[config.mk]
export PLATFORM = sky130hd
export DESIGN_NAME = display_scheduler
export DESIGN_NICKNAME = d
export VERILOG_FILES = /design/src/rtl/display_scheduler_pkg.sv /design/src/rtl/display_scheduler_bcd_to_seg.sv /design/src/rtl/display_scheduler.sv
export SDC_FILE = /design/constraint.sdc
export NUM_CORES = 1
export LEC_CHECK = 0
export ABC_AREA = 1
export BUFFER_PORTS_ARGS = -buffer_cell sky130_fd_sc_hd__buf_2
export CELL_PAD_IN_SITES_DETAIL_PLACEMENT = 0
export CELL_PAD_IN_SITES_GLOBAL_PLACEMENT = 1
export CORE_AREA = 2 2 103 105
export CTS_CLUSTER_DIAMETER = 80
export DETAILED_ROUTE_END_ITERATION = 8
export DIE_AREA = 0 0 105 107
export GPL_ROUTABILITY_DRIVEN = 0
export PLACE_DENSITY_LB_ADDON = 0.1
export SYNTH_ARGS = -nofsm -noshare
export SYNTH_HDL_FRONTEND = slang
export SYNTH_SLANG_ARGS = --single-unit
export TNS_END_PERCENT = 10
[constraint.sdc]
create_clock -name clk_osc -period 6.5 [get_ports clk_osc]
set_clock_uncertainty 0.1 [all_clocks]
set_input_delay 1.3 -clock clk_osc [delete_from_list [all_inputs] [get_ports clk_osc]]
set_output_delay 1.3 -clock clk_osc [all_outputs]
set_load 0.05 [all_outputs]
[src/rtl/display_scheduler_pkg.sv]
// Shared types and constants for the display scheduler: service codes,
// FSM states, anode/segment patterns and small decode helpers.
package display_scheduler_pkg;

  typedef enum logic [3:0] {
    SVC_RESET = 4'b0000,
    SVC_S1    = 4'b1000,
    SVC_S2    = 4'b0100,
    SVC_S3    = 4'b0010,
    SVC_S4    = 4'b0001
  } service_e;

  typedef enum logic [1:0] {
    ST_IDLE,
    ST_SETTLE,
    ST_ACTIVE
  } state_e;

  // Anodes are active-low; the board wiring gives this non-sequential order.
  localparam logic [3:0] ANODE_OFF  = 4'b1111;
  localparam logic [3:0] ANODE_DIG0 = 4'b1011;
  localparam logic [3:0] ANODE_DIG1 = 4'b0111;
  localparam logic [3:0] ANODE_DIG2 = 4'b1110;
  localparam logic [3:0] ANODE_DIG3 = 4'b1101;

  // Segments are active-low, ordered {g,f,e,d,c,b,a}.
  localparam logic [6:0] SEG_BLANK  = 7'b1111111;
  localparam logic [6:0] SEG_DASH   = 7'b0111111;
  localparam logic [6:0] SEG_ALL_ON = 7'b0000000;

  function automatic logic is_valid_mode(input logic [3:0] m);
    logic ok;
    ok = 1'b0;
    case (m)
      SVC_S1, SVC_S2, SVC_S3, SVC_S4: ok = 1'b1;
      default:                        ok = 1'b0;
    endcase
    return ok;
  endfunction

  function automatic logic [3:0] anode_for(input logic [1:0] idx);
    logic [3:0] an;
    an = ANODE_OFF;
    case (idx)
      2'd0:    an = ANODE_DIG0;
      2'd1:    an = ANODE_DIG1;
      2'd2:    an = ANODE_DIG2;
      default: an = ANODE_DIG3;
    endcase
    return an;
  endfunction

endpackage

[src/rtl/display_scheduler_bcd_to_seg.sv]
// Combinational BCD digit to active-low 7-segment decode; A-F show blank.
module bcd_to_seg
  import display_scheduler_pkg::*;
(
  input  logic [3:0] bcd_i,
  output logic [6:0] seg_o
);

  always_comb begin
    seg_o = SEG_BLANK;
    case (bcd_i)
      4'd0:    seg_o = 7'b1000000;
      4'd1:    seg_o = 7'b1111001;
      4'd2:    seg_o = 7'b0100100;
      4'd3:    seg_o = 7'b0110000;
      4'd4:    seg_o = 7'b0011001;
      4'd5:    seg_o = 7'b0010010;
      4'd6:    seg_o = 7'b0000010;
      4'd7:    seg_o = 7'b1111000;
      4'd8:    seg_o = 7'b0000000;
      4'd9:    seg_o = 7'b0010000;
      default: seg_o = SEG_BLANK;
    endcase
  end

endmodule

[src/rtl/display_scheduler.sv]
// Four-service multiplexed 7-segment display scheduler: a mode switch must be
// stable for SETTLE_TICKS scan ticks before its service is granted the display.
module display_scheduler
  import display_scheduler_pkg::*;
#(
  parameter int unsigned SCAN_DIV_W   = 16,
  parameter int unsigned SETTLE_TICKS = 4,
  parameter int unsigned BLINK_W      = 25
) (
  input  logic        clk_osc,
  input  logic        reset,
  input  logic [3:0]  mode_sw,
  input  logic [15:0] svc_data0,
  input  logic [15:0] svc_data1,
  input  logic [15:0] svc_data2,
  input  logic [15:0] svc_data3,
  input  logic [3:0]  svc_valid,
  input  logic        alarm_req,
  output logic [3:0]  anode,
  output logic [6:0]  seg,
  output logic [3:0]  grant,
  output logic        settling
);

  localparam int unsigned      CNT_W       = $clog2(SETTLE_TICKS + 1);
  localparam logic [CNT_W-1:0] SETTLE_DONE = CNT_W'(SETTLE_TICKS);

  state_e                state_q, state_d;
  service_e              cand_q, cand_d;
  service_e              grant_q, grant_d;
  logic [CNT_W-1:0]      settle_q, settle_d;
  logic [SCAN_DIV_W-1:0] scan_q, scan_d;
  logic [1:0]            digit_q, digit_d;
  logic [BLINK_W-1:0]    blink_q, blink_d;
  logic [3:0]            anode_q, anode_d;
  logic [6:0]            seg_q, seg_d;

  logic                  scan_tick;
  logic                  mode_ok;
  logic [CNT_W-1:0]      settle_inc;
  logic [15:0]           svc_word;
  logic                  svc_ok;
  logic [3:0]            nibble;
  logic [6:0]            dec_seg;
  logic [3:0]            digit_anode;

  always_comb begin
    scan_tick = &scan_q;
    scan_d    = scan_q + SCAN_DIV_W'(1);
    digit_d   = scan_tick ? digit_q + 2'd1 : digit_q;
    blink_d   = blink_q + BLINK_W'(1);
  end

  // A mode change always takes priority over the tick in the same cycle, so the
  // new value restarts settling instead of counting.
  always_comb begin
    state_d    = state_q;
    cand_d     = cand_q;
    grant_d    = grant_q;
    settle_d   = settle_q;
    mode_ok    = is_valid_mode(mode_sw);
    settle_inc = settle_q + CNT_W'(1);
    case (state_q)
      ST_IDLE: begin
        grant_d = SVC_RESET;
        if (mode_ok) begin
          state_d  = ST_SETTLE;
          cand_d   = service_e'(mode_sw);
          settle_d = '0;
        end
      end
      ST_SETTLE: begin
        if (!mode_ok) begin
          state_d = ST_IDLE;
          grant_d = SVC_RESET;
        end else if (mode_sw != cand_q) begin
          cand_d   = service_e'(mode_sw);
          settle_d = '0;
        end else if (scan_tick) begin
          if (settle_inc == SETTLE_DONE) begin
            state_d  = ST_ACTIVE;
            grant_d  = cand_q;
            settle_d = '0;
          end else begin
            settle_d = settle_inc;
          end
        end
      end
      ST_ACTIVE: begin
        if (!mode_ok) begin
          state_d = ST_IDLE;
          grant_d = SVC_RESET;
        end else if (mode_sw != grant_q) begin
          state_d  = ST_SETTLE;
          cand_d   = service_e'(mode_sw);
          settle_d = '0;
        end
      end
      default: begin
        state_d = ST_IDLE;
        grant_d = SVC_RESET;
      end
    endcase
  end

  // Display path is driven from next-state values so the registered outputs
  // line up with the grant, digit index and blink phase they describe.
  always_comb begin
    svc_word = '0;
    svc_ok   = 1'b0;
    case (grant_d)
      SVC_S1:  begin svc_word = svc_data0; svc_ok = svc_valid[3]; end
      SVC_S2:  begin svc_word = svc_data1; svc_ok = svc_valid[2]; end
      SVC_S3:  begin svc_word = svc_data2; svc_ok = svc_valid[1]; end
      SVC_S4:  begin svc_word = svc_data3; svc_ok = svc_valid[0]; end
      default: begin svc_word = '0;        svc_ok = 1'b0;         end
    endcase
    case (digit_d)
      2'd0:    nibble = svc_word[3:0];
      2'd1:    nibble = svc_word[7:4];
      2'd2:    nibble = svc_word[11:8];
      default: nibble = svc_word[15:12];
    endcase
  end

  bcd_to_seg u_bcd_to_seg (
    .bcd_i (nibble),
    .seg_o (dec_seg)
  );

  always_comb begin
    digit_anode = anode_for(digit_d);
    anode_d     = ANODE_OFF;
    seg_d       = SEG_BLANK;
    if (alarm_req) begin
      if (blink_d[BLINK_W-1]) begin
        anode_d = digit_anode;
        seg_d   = SEG_ALL_ON;
      end
    end else if (grant_d != SVC_RESET) begin
      anode_d = digit_anode;
      seg_d   = svc_ok ? dec_seg : SEG_DASH;
    end
  end

  always_ff @(posedge clk_osc) begin
    if (reset) begin
      state_q  <= ST_IDLE;
      cand_q   <= SVC_RESET;
      grant_q  <= SVC_RESET;
      settle_q <= '0;
      scan_q   <= '0;
      digit_q  <= '0;
      blink_q  <= '0;
      anode_q  <= ANODE_OFF;
      seg_q    <= SEG_BLANK;
    end else begin
      state_q  <= state_d;
      cand_q   <= cand_d;
      grant_q  <= grant_d;
      settle_q <= settle_d;
      scan_q   <= scan_d;
      digit_q  <= digit_d;
      blink_q  <= blink_d;
      anode_q  <= anode_d;
      seg_q    <= seg_d;
    end
  end

  assign anode    = anode_q;
  assign seg      = seg_q;
  assign grant    = grant_q;
  assign settling = (state_q == ST_SETTLE);

endmodule

==> metrics.cfg, run 1 <==
[flow_run]
maxCapViolations=0

[yosys]
synth_top_cell_by_area=dfxtp_1
ys.flop_type=dfxtp_1
synthCells=629
ys_types=38
synth_warnings=0
ys_ff_latch=67
ys_async_sr_fraction_pct=0
synth_top_area_share_pct=33.08
netlist_top_cells_area=dfxtp_1 33%, nand2_1 15%, nor2_1 7.6%
syn_area_per_cell_um2=6.447
synth_edf_count=0
synthesis.area_um2=4055
synth_nets=713
seq_area_frac_synth_pct=33.08

[sta]
setup_tns_ns=0
maxSlewViolCount=0
max_slew_margin_pct=34.23
period_share_pct=63.77
worst_pin_slew_ns=0.9855
max_freq_mhz=241.2
setup-violations-final=0
min_period_ns=4.145
rsz0062_at_grt=no
finalHoldViolCount=0

[critical_path]
cp-startpoint=mode_sw[3]
crit_buf_inv=5
worstReg2RegStart=scan_q[0]
cp.arrival_ns=4.32
path_max_fanout=23
critical_path.top_delay_family=simple AND/OR/NAND/NOR gates
rr_endpoint=seg[3]
crit_end=seg[3]
rrSetupSlack_ns=2.82
slowest_delay_ns=0.64
worst_path_most_repeated_cell=nand2_1
path_depth=27
start_kind=input pin
critPathRequiredTime_ns=6.68
cp_slowest_cell=o21ai_2
cp-end-kind=flop
r2r_cells=25
critPathKind=in -> reg

[floorplanning]
core_um2=10090
num_io_pins=91
die_area_um2=11240
start_util_pct=40.18
row_count=37
die_width_um=105
fp.dieH_um=107

[clock_network]
clk_pin_slew_worst_paths_ns=0.06
clkLatencyLatePin_ns=0.34
h-tree-depth=3
cts_resized=0
cts_tree=built
cts_root_buf=clkbuf_8
clockBufferDepth=2
hold_buffers=0
cts_buffers=9
cts.sinks=67
post-cts-setup-buffers=0

[final_layout]
synthToLayoutAreaGrowth_pct=17.71
nets=801
fillers=1104
multi_input_area_um2=2323
drive_gt1_share_pct=22.16
diodes=0
instances_no_fill=858
regArea_um2=1341

[detailed_routing]
drt_iter0_drc=225
avgRoutedWirePerCell_um=11.53
drt_first_pass_iters=5
totalWireLength_um=9890
avgViaCountPerCell=4.798
drc=0
vias=4117
postRouteAntennaNets=0

[global_routing]
grt_pass1_vias=3991
grt_max_degree=35
grt_pass1_wl_um=17350
antenna_found_initial=0
grt_overflow=0
grt_util_all_layers_pct=18.60

[placement]
dpl.hpwl_um=7860
port_buffers=90
dp_cells=842

[worst_hold_path]
min_path_type=reg -> reg

[power_and_ir_drop]
vdd_drop_max_mv=0.1249
power_density_nw_per_um2=192.7
p_leak_uw=0.002132

[outcome]
outcome=completed

-- cells in the final DEF, fill, tap and decap left out, drive strengths merged, types with 9 or more instances in the layout --
cell type / synthesis / routed
a21oi: 30 / 30
buf: 8 / 90
clkbuf: 5 / 12
dfxtp: 67 / 67
ha: 9 / 9
inv: 82 / 82
nand2: 181 / 181
nand3: 65 / 65
nand4: 16 / 16
nor2: 97 / 97
nor3: 10 / 10
o21ai: 36 / 36
-- where the power goes --
group / total (uW) / switching, uW / internal [uW]
registers: 444 / 13.9 / 431
clock network: 317 / 159 / 158
logic: 158 / 103 / 55.2
total: 920 / 276 / 644
-- stage by stage --
| stage | util, % | instance area, um2 | hold slack (ns) | worst slack [ns] | total power (uW) |
|---|---|---|---|---|---|
| 2_1_floorplan | - | 4055 | 0.3175 | 2.885 | 557.6 |
| 3_3_place_gp | 45.51 | 4593 | 0.3280 | 2.057 | 613.3 |
| 3_5_place_dp | 45.51 | 4593 | 0.3389 | 2.060 | 612.2 |
| 4_1_cts | 47.30 | 4773 | 0.3494 | 2.392 | 932.5 |
| 5_1_grt | 47.30 | 4773 | 0.3764 | 1.973 | 974.4 |
| 6_report | 47.30 | 4773 | 0.3469 | 2.355 | 919.6 |
-- Yosys cell counts (2+ instances only) --
cell        n
nand2_1   167
nor2_1     82
inv_1      70
dfxtp_1    67
nand3_1    61
a21oi_1    29
o21ai_0    24
nand4_1    16
nand2_2    13
inv_2      12
nor3_1     10
o21ai_1    10
ha_1        9
nor2_2      8
nor2_4      7
clkbuf_1    5
buf_2       3
buf_6       3
nand3_2     3
o221a_2     3
xnor2_1     3
xor2_1      3
a211oi_1    2
a22o_1      2
buf_4       2
nor4_2      2
o21ai_2     2
-- flip-flops by register name (all words and copies together) (netlist names) --
signal	flops
scan_q	16
settle_q	3
state_q	2
grant	4
blink_q	25
seg	7
digit_q	2
cand_q	4
anode	4
-- worst min-delay path by stage --
stage | from | to | slack (ns) | depth (start not counted)
finish | scan_q[0] | scan_q[0] | 0.35 | 1
global route | blink_q[0] | blink_q[0] | 0.38 | 1
CTS | scan_q[0] | scan_q[0] | 0.35 | 1
detailed placement | scan_q[0] | scan_q[0] | 0.34 | 1
global placement | scan_q[0] | scan_q[0] | 0.33 | 1
floorplan | blink_q[0] | blink_q[0] | 0.32 | 1
-- cell families (layout without fill, tap and decap cells) --
| kind of cell | Yosys count | in the layout | synth area share (%) |
|---|---|---|---|
| AND/OR/NAND/NOR | 373 | 373 | 41.84 |
| buffers and inverters | 95 | 188 | 9.626 |
| AO/OA/AOI/OAI | 79 | 79 | 11.39 |
| flip-flops | 67 | 67 | 33.08 |
| adder cells (fa/ha/maj) | 9 | 9 | 2.777 |
| XOR/XNOR | 6 | 6 | 1.296 |
-- final cells by class --
type	instances	area share [%]
multi-input cells	467	48.68
inverters	82	6.448
flip-flops and latches	67	28.10
clock inverters	4	0.5242
clock buffers	12	3.250
well taps	136	3.565
repair buffers	90	9.436
-- layer usage --
metal | track usage (%) | up-vias | share of wire, %
met5 | 0 | - | 0
met4 | 5.238 | 0 | 0.94
met3 | 4.012 | 8 | 5.8
met2 | 31.40 | 111 | 45
met1 | 23.95 | 1800 | 48
li1 | - | 2198 | -
Note: power is estimated with default switching activity, not from simulation.
==> run 2: changes to the inputs <==
--- a/config.mk
+++ b/config.mk
@@ -9,10 +9,10 @@
 export BUFFER_PORTS_ARGS = -buffer_cell sky130_fd_sc_hd__buf_2
 export CELL_PAD_IN_SITES_DETAIL_PLACEMENT = 0
 export CELL_PAD_IN_SITES_GLOBAL_PLACEMENT = 1
-export CORE_AREA = 2 2 103 105
+export CORE_AREA = 2 2 107 109
 export CTS_CLUSTER_DIAMETER = 80
 export DETAILED_ROUTE_END_ITERATION = 8
-export DIE_AREA = 0 0 105 107
+export DIE_AREA = 0 0 109 111
 export GPL_ROUTABILITY_DRIVEN = 0
 export PLACE_DENSITY_LB_ADDON = 0.1
 export SYNTH_ARGS = -nofsm -noshare
==> constraint.sdc (replaced) <==
create_clock -name clk_osc -period 3.9 [get_ports clk_osc]
set_clock_uncertainty 0.1 [all_clocks]
set_input_delay 0.78 -clock clk_osc [delete_from_list [all_inputs] [get_ports clk_osc]]
set_output_delay 0.78 -clock clk_osc [all_outputs]
set_load 0.05 [all_outputs]
==> metrics.cfg, run 2 (synthesis gave the netlist of run 1 again) <==
[floorplanning]
die_area_um2=12100
start_util_pct=36.61
row_count=39
fp.dieH_um=111
core_um2=11080
num_io_pins=91
die_width_um=109

[critical_path]
cp.arrival_ns=3.56
cp-end-kind=flop
cp_slowest_cell=o21ai_2
critical_path.top_delay_family=simple AND/OR/NAND/NOR gates
slowest_delay_ns=0.40
critPathRequiredTime_ns=4.07
critPathKind=reg -> reg
crit_buf_inv=3
start_kind=flop
worst_path_most_repeated_cell=nand2_1
path_max_fanout=13

[flow_run]
maxCapViolations=0

[power_and_ir_drop]
power_density_nw_per_um2=356.2
finalPower_uw=1760
vdd_drop_max_mv=0.2512
p_leak_uw=0.002225

[placement]
dp_slack_ns=0.2524
dp_cells=857
dpl.hpwl_um=8089
port_buffers=90

[global_routing]
grt_util_all_layers_pct=17.88
antenna_found_initial=0
grt_pass1_wl_um=17390
grt_pass1_vias=3913
grt_max_degree=35
grt_overflow=0

[detailed_routing]
vias=4132
drc=0
postRouteAntennaNets=0
totalWireLength_um=10230
drt_iter0_drc=188
drt_first_pass_iters=4
avgViaCountPerCell=4.739
avgRoutedWirePerCell_um=11.73

[clock_network]
clockBufferDepth=2
post-cts-setup-buffers=0
cts_buffers=9
h-tree-depth=3
cts.sinks=67
clk_pin_slew_worst_paths_ns=0.05
cts_tree=built
cts_resized=0
hold_buffers=0
clkLatencyLatePin_ns=0.33
cts_root_buf=clkbuf_16

[sta]
fin_ws_ns=0.5081
max_slew_margin_pct=27.69
setup-violations-final=0
period_share_pct=86.97
max_freq_mhz=294.8
finalHoldViolCount=0
setup_tns_ns=0
min_period_ns=3.392
holdWs_ns=0.3440
worst_pin_slew_ns=1.083
rsz0062_at_grt=no
maxSlewViolCount=0

[outcome]
outcome=completed

[final_layout]
diodes=0
drive_gt1_share_pct=22.91
largest_reg_flops=25
nets=809
instances_no_fill=872
final_cell_mix=167 x nand2_1, 90 x buf_2, 82 x nor2_1, 70 x inv_1, 67 x dfxtp_1
layout_commonest_cell=nand2_1
synthToLayoutAreaGrowth_pct=21.88
regMostFlops=blink_q

[worst_hold_path]
min_path_type=reg -> reg

run 2: cell types whose count changed in the layout (fill, tap and decap cells not counted), sizes merged:
cell      before  now
clkinvlp       2    0
clkbuf        12   13
buf           90   98
run 2: cell type report:
| type | instances | area, um2 |
|---|---|---|
| clock buffers | 13 | 270.3 |
| flip-flops and latches | 67 | 1341 |
| inverters | 82 | 307.8 |
| multi-input cells | 467 | 2323 |
| clock inverters | 2 | 10.01 |
| repair buffers | 98 | 510.5 |
| well taps | 143 | 178.9 |
| fillers | 1191 | 6135 |
run 2: final timing paths:
kind                      to  slack (ns)  cells after the start       start
setup / recovery      seg[3]        0.51                     25   scan_q[0]
hold / removal    blink_q[0]        0.34                      1  blink_q[0]
setup reg to reg      seg[3]        0.51                     25   scan_q[0]
hold reg to reg   blink_q[0]        0.34                      1  blink_q[0]
run 2: power breakdown:
group	internal [uW]	switching, uW	total, uW	leakage (uW)
clock network	476	278	754	0.000141
logic	92.3	172	264	0.00154
registers	719	22.9	742	0.000545
run 2: per-stage QoR:
step                      util (%)  cell area [um2]
after floorplan                  -             4055
after global placement       42.09             4662
after CTS                    44.62             4942
final                        44.62             4942
after detailed placement     42.09             4662
after global routing         44.62             4942
run 2: layer usage:
layer,wire (um),vias to the layer above,part of all wire [%],track usage [%]
met4,112,0,1.1,5.214
met2,4374,111,43,27.54
met3,528,11,5.2,4.703
met1,5216,1789,51,24.39
met5,0,-,0,0
li1,-,2221,-,-
run 2: worst register-to-register path, stage by stage (launching register included):
cell and delay, ns:
dfxtp_1 0.35, ha_1 0.17, nand2_1 0.12, nor2_4 0.19, nand3_4 0.13, nor2_4 0.20
nand3_1 0.10, nand3_1 0.10, nand2_2 0.08, o21ai_2 0.40, nand2_1 0.15, inv_2 0.14
nand2_1 0.06, nand2_1 0.06, nor2_1 0.05, nor2_1 0.16, nor2_4 0.08, inv_1 0.08
ha_1 0.22, inv_1 0.07, nand2_1 0.05, nand2_1 0.06, nand2_1 0.04, nand2_1 0.07
nand2_1 0.05, nand2_1 0.05
==> run 3: changes to the inputs <==
==> config.mk (replaced) <==
export PLATFORM = sky130hd
export DESIGN_NAME = display_scheduler
export DESIGN_NICKNAME = d
export VERILOG_FILES = /design/src/rtl/display_scheduler_pkg.sv /design/src/rtl/display_scheduler_bcd_to_seg.sv /design/src/rtl/display_scheduler.sv
export SDC_FILE = /design/constraint.sdc
export NUM_CORES = 1
export LEC_CHECK = 0
export BUFFER_PORTS_ARGS = -buffer_cell sky130_fd_sc_hd__buf_2
export CORE_AREA = 2 2 94 96
export CTS_CLUSTER_DIAMETER = 80
export DETAILED_ROUTE_END_ITERATION = 8
export DIE_AREA = 0 0 96 98
export GPL_ROUTABILITY_DRIVEN = 0
export PLACE_DENSITY = 0.73
export SYNTH_ARGS = -nofsm -noshare
export SYNTH_HDL_FRONTEND = slang
export SYNTH_SLANG_ARGS = --single-unit
export TNS_END_PERCENT = 10
==> metrics.cfg, run 3 <==
[clock_network]
cts_buffers=9
h-tree-depth=3
clkLatencyLatePin_ns=0.34
clockBufferDepth=2
clk_pin_slew_worst_paths_ns=0.08
cts.sinks=67
cts_root_buf=clkbuf_8
cts_tree=built

[detailed_routing]
vias=4327
drt_first_pass_iters=5
drt_iter0_drc=209
totalWireLength_um=12220
postRouteAntennaNets=0
avgRoutedWirePerCell_um=16.04
avgViaCountPerCell=5.678
drc=0

[power_and_ir_drop]
clkPwrFrac_pct=41.6
power_density_nw_per_um2=300.1
vdd_drop_max_mv=0.1934
finalPower_uw=1716
p_int_uw=1275
pwr-share-comb_pct=16.7
p_switching_uw=440.9
p_leak_uw=0.002309
p_seq_share_pct=41.7
p_sw_share_pct=25.69

[worst_hold_path]
hold_path.startpoint=blink_q[0]
min_path_type=reg -> reg
hold_depth=1
whs_endpoint=blink_q[0]

[floorplanning]
die_width_um=96
num_io_pins=91
die_area_um2=9408
row_count=34
core_um2=8466
fp.dieH_um=98
start_util_pct=48.14

[sta]
holdWs_ns=0.3583
finalHoldViolCount=0
fin_ws_ns=-0.09457
max_slew_margin_pct=51.42
max_freq_mhz=250.3
period_share_pct=102.4
worst_pin_slew_ns=0.7192
maxSlewViolCount=0
setup-violations-final=5
setup_tns_ns=-0.2412
min_period_ns=3.995
rsz0062_at_grt=yes

[critical_path]
worst_path_most_repeated_cell=o311ai_4
slowest_delay_ns=0.54
r2r_cells=15
critPathRequiredTime_ns=4.05
critical_path.top_delay_family=compound AO/OA/AOI/OAI gates
critPathKind=in -> reg
start_kind=input pin
worstReg2RegStart=scan_q[1]
rr_endpoint=seg[6]
cp_slowest_cell=or4b_4
cp.arrival_ns=4.14
cp-end-kind=flop
crit_chain=buf_2, or4b_4, buf_4, o311ai_4, o311ai_4, buf_6, o211a_4, nor4b_4, a22oi_1, o221ai_1, o21ai_1, inv_1, ha_4, nand2b_4, mux2i_1, o31ai_1
rrSetupSlack_ns=-0.02
path_max_fanout=5
crit_buf_inv=4

[yosys]
synthesis.area_um2=4075
seq_area_frac_synth_pct=32.91
yosys.cell_count.top_type=nor2_1
ys_ff_latch=67
synth_warnings=0
ys.flop_type=dfxtp_1
synth_nets=576
synth_edf_count=0
ys_async_sr_fraction_pct=0
syn_area_per_cell_um2=8.283
ys_types=73
synth_top_cell_by_area=dfxtp_1
synth_top_area_share_pct=32.91
synthCells=492
netlist_top_cells_area=dfxtp_1 33%, nor2_1 6.5%, xor2_1 5.8%
synth_common_cells=71 x nor2_1, 67 x dfxtp_1, 31 x nand2_1, 30 x nand3_1, 28 x a21oi_1

[final_layout]
fin_area_um2=5718
layout_commonest_cell=buf_2
regArea_um2=1344
final_cell_mix=90 x buf_2, 75 x buf_4, 70 x nor2_1, 65 x dfxtp_1
drive_gt1_share_pct=37.61
synthToLayoutAreaGrowth_pct=40.31
multi_input_area_um2=2846
diodes=0
instances_no_fill=762
largest_reg_flops=25
fillers=650
regMostFlops=blink_q
nets=733

[global_routing]
antenna_found_initial=0
grt_pass1_vias=4074
grt_util_all_layers_pct=24.96
grt_overflow=0
grt_max_degree=35
grt_pass1_wl_um=18700

[placement]
dp_cells=731
dpl_cell_area_um2=5105
dpl.hpwl_um=8766
port_buffers=90

[flow_run]
maxCapViolations=0

[outcome]
outcome=finished, violations left
violations=setup timing

[run 3: changes by cell type in the layout (fill, tap and decap cells not counted), moves of 9 or more]
cell       before  now
clkbuf_16       9    0
nor2_1         82   70
inv_2          12    1
nand3_1        61   30
xnor2_1         3   15
nand2_1       167   30
and3_1          0   13
o21ai_0        24   13
inv_1          70   13
xor2_1          3   27
buf_4           8   75
or3_1           0   10
nand2_2        13    1
[run 3: cell type report]
type / count / area share (%)
Clock buffer: 10 / 2.407
Clock inverter: 6 / 1.969
Inverter: 14 / 0.9190
Multi-Input combinational cell: 386 / 49.78
Sequential cell: 67 / 23.50
Tap cell: 108 / 2.363
Timing Repair Buffer: 171 / 19.06
[run 3: metrics by stage]
step                utilization (%)  setup WS (ns)
detailed placement            60.30        -0.3691
finish                        67.54       -0.09457
global route                  67.54        -0.1763
global placement              60.30        -0.2981
floorplan                         -        -0.1695
CTS                           63.92       0.002954
[run 3: worst max-delay path by stage]
stage,startpoint,to,slack [ns],cells past startpoint
after floorplan,mode_sw[2],seg[3],-0.17,14
after global placement,mode_sw[2],seg[3],-0.30,13
after detailed placement,mode_sw[2],seg[3],-0.37,13
after CTS,scan_q[1],seg[6],0.003,17
after global routing,mode_sw[1],seg[6],-0.18,17
final,mode_sw[2],seg[6],-0.09,16
[run 3: logic make-up (layout without fill, tap and decap cells)]
group | after synthesis | in the layout | share of synthesized area [%]
simple gates | 214 | 215 | 28.71
compound gates | 108 | 108 | 19.31
flops | 67 | 67 | 32.91
xor+xnor | 45 | 45 | 9.672
buf+inv | 40 | 201 | 4.360
fa+ha+maj | 9 | 9 | 2.763
mux | 9 | 9 | 2.272
[run 3: power groups by stage]
| stage | sequential (uW) | combinational [uW] | clock (uW) |
|---|---|---|---|
| after global routing | 717 | 311 | 760 |
| after detailed placement | 727 | 261 | 0 |
| after floorplan | 728 | 136 | 0 |
| final | 715 | 287 | 713 |
| after global placement | 726 | 256 | 0 |
| after CTS | 712 | 265 | 730 |
[run 3: repair_timing]
item,CTS,global route
buffers inserted,4,10
cloned,1,0
pin swaps,3,23
gates resized for setup,4,41
hold endpoints to repair,0,0
hold buffers,0,0
endpoints found under the setup margin,7,7
[run 3: routing by layer]
layer  GRT usage (%)  vias up  share of wire [%]  wire length, um
met1           28.69     2000                 41             5004
met5               0        -                  0                0
met4           9.670        0                3.4              419
met2           44.07      176                 49             5994
met3           5.633       39                6.5              800
li1                -     2112                  -                -
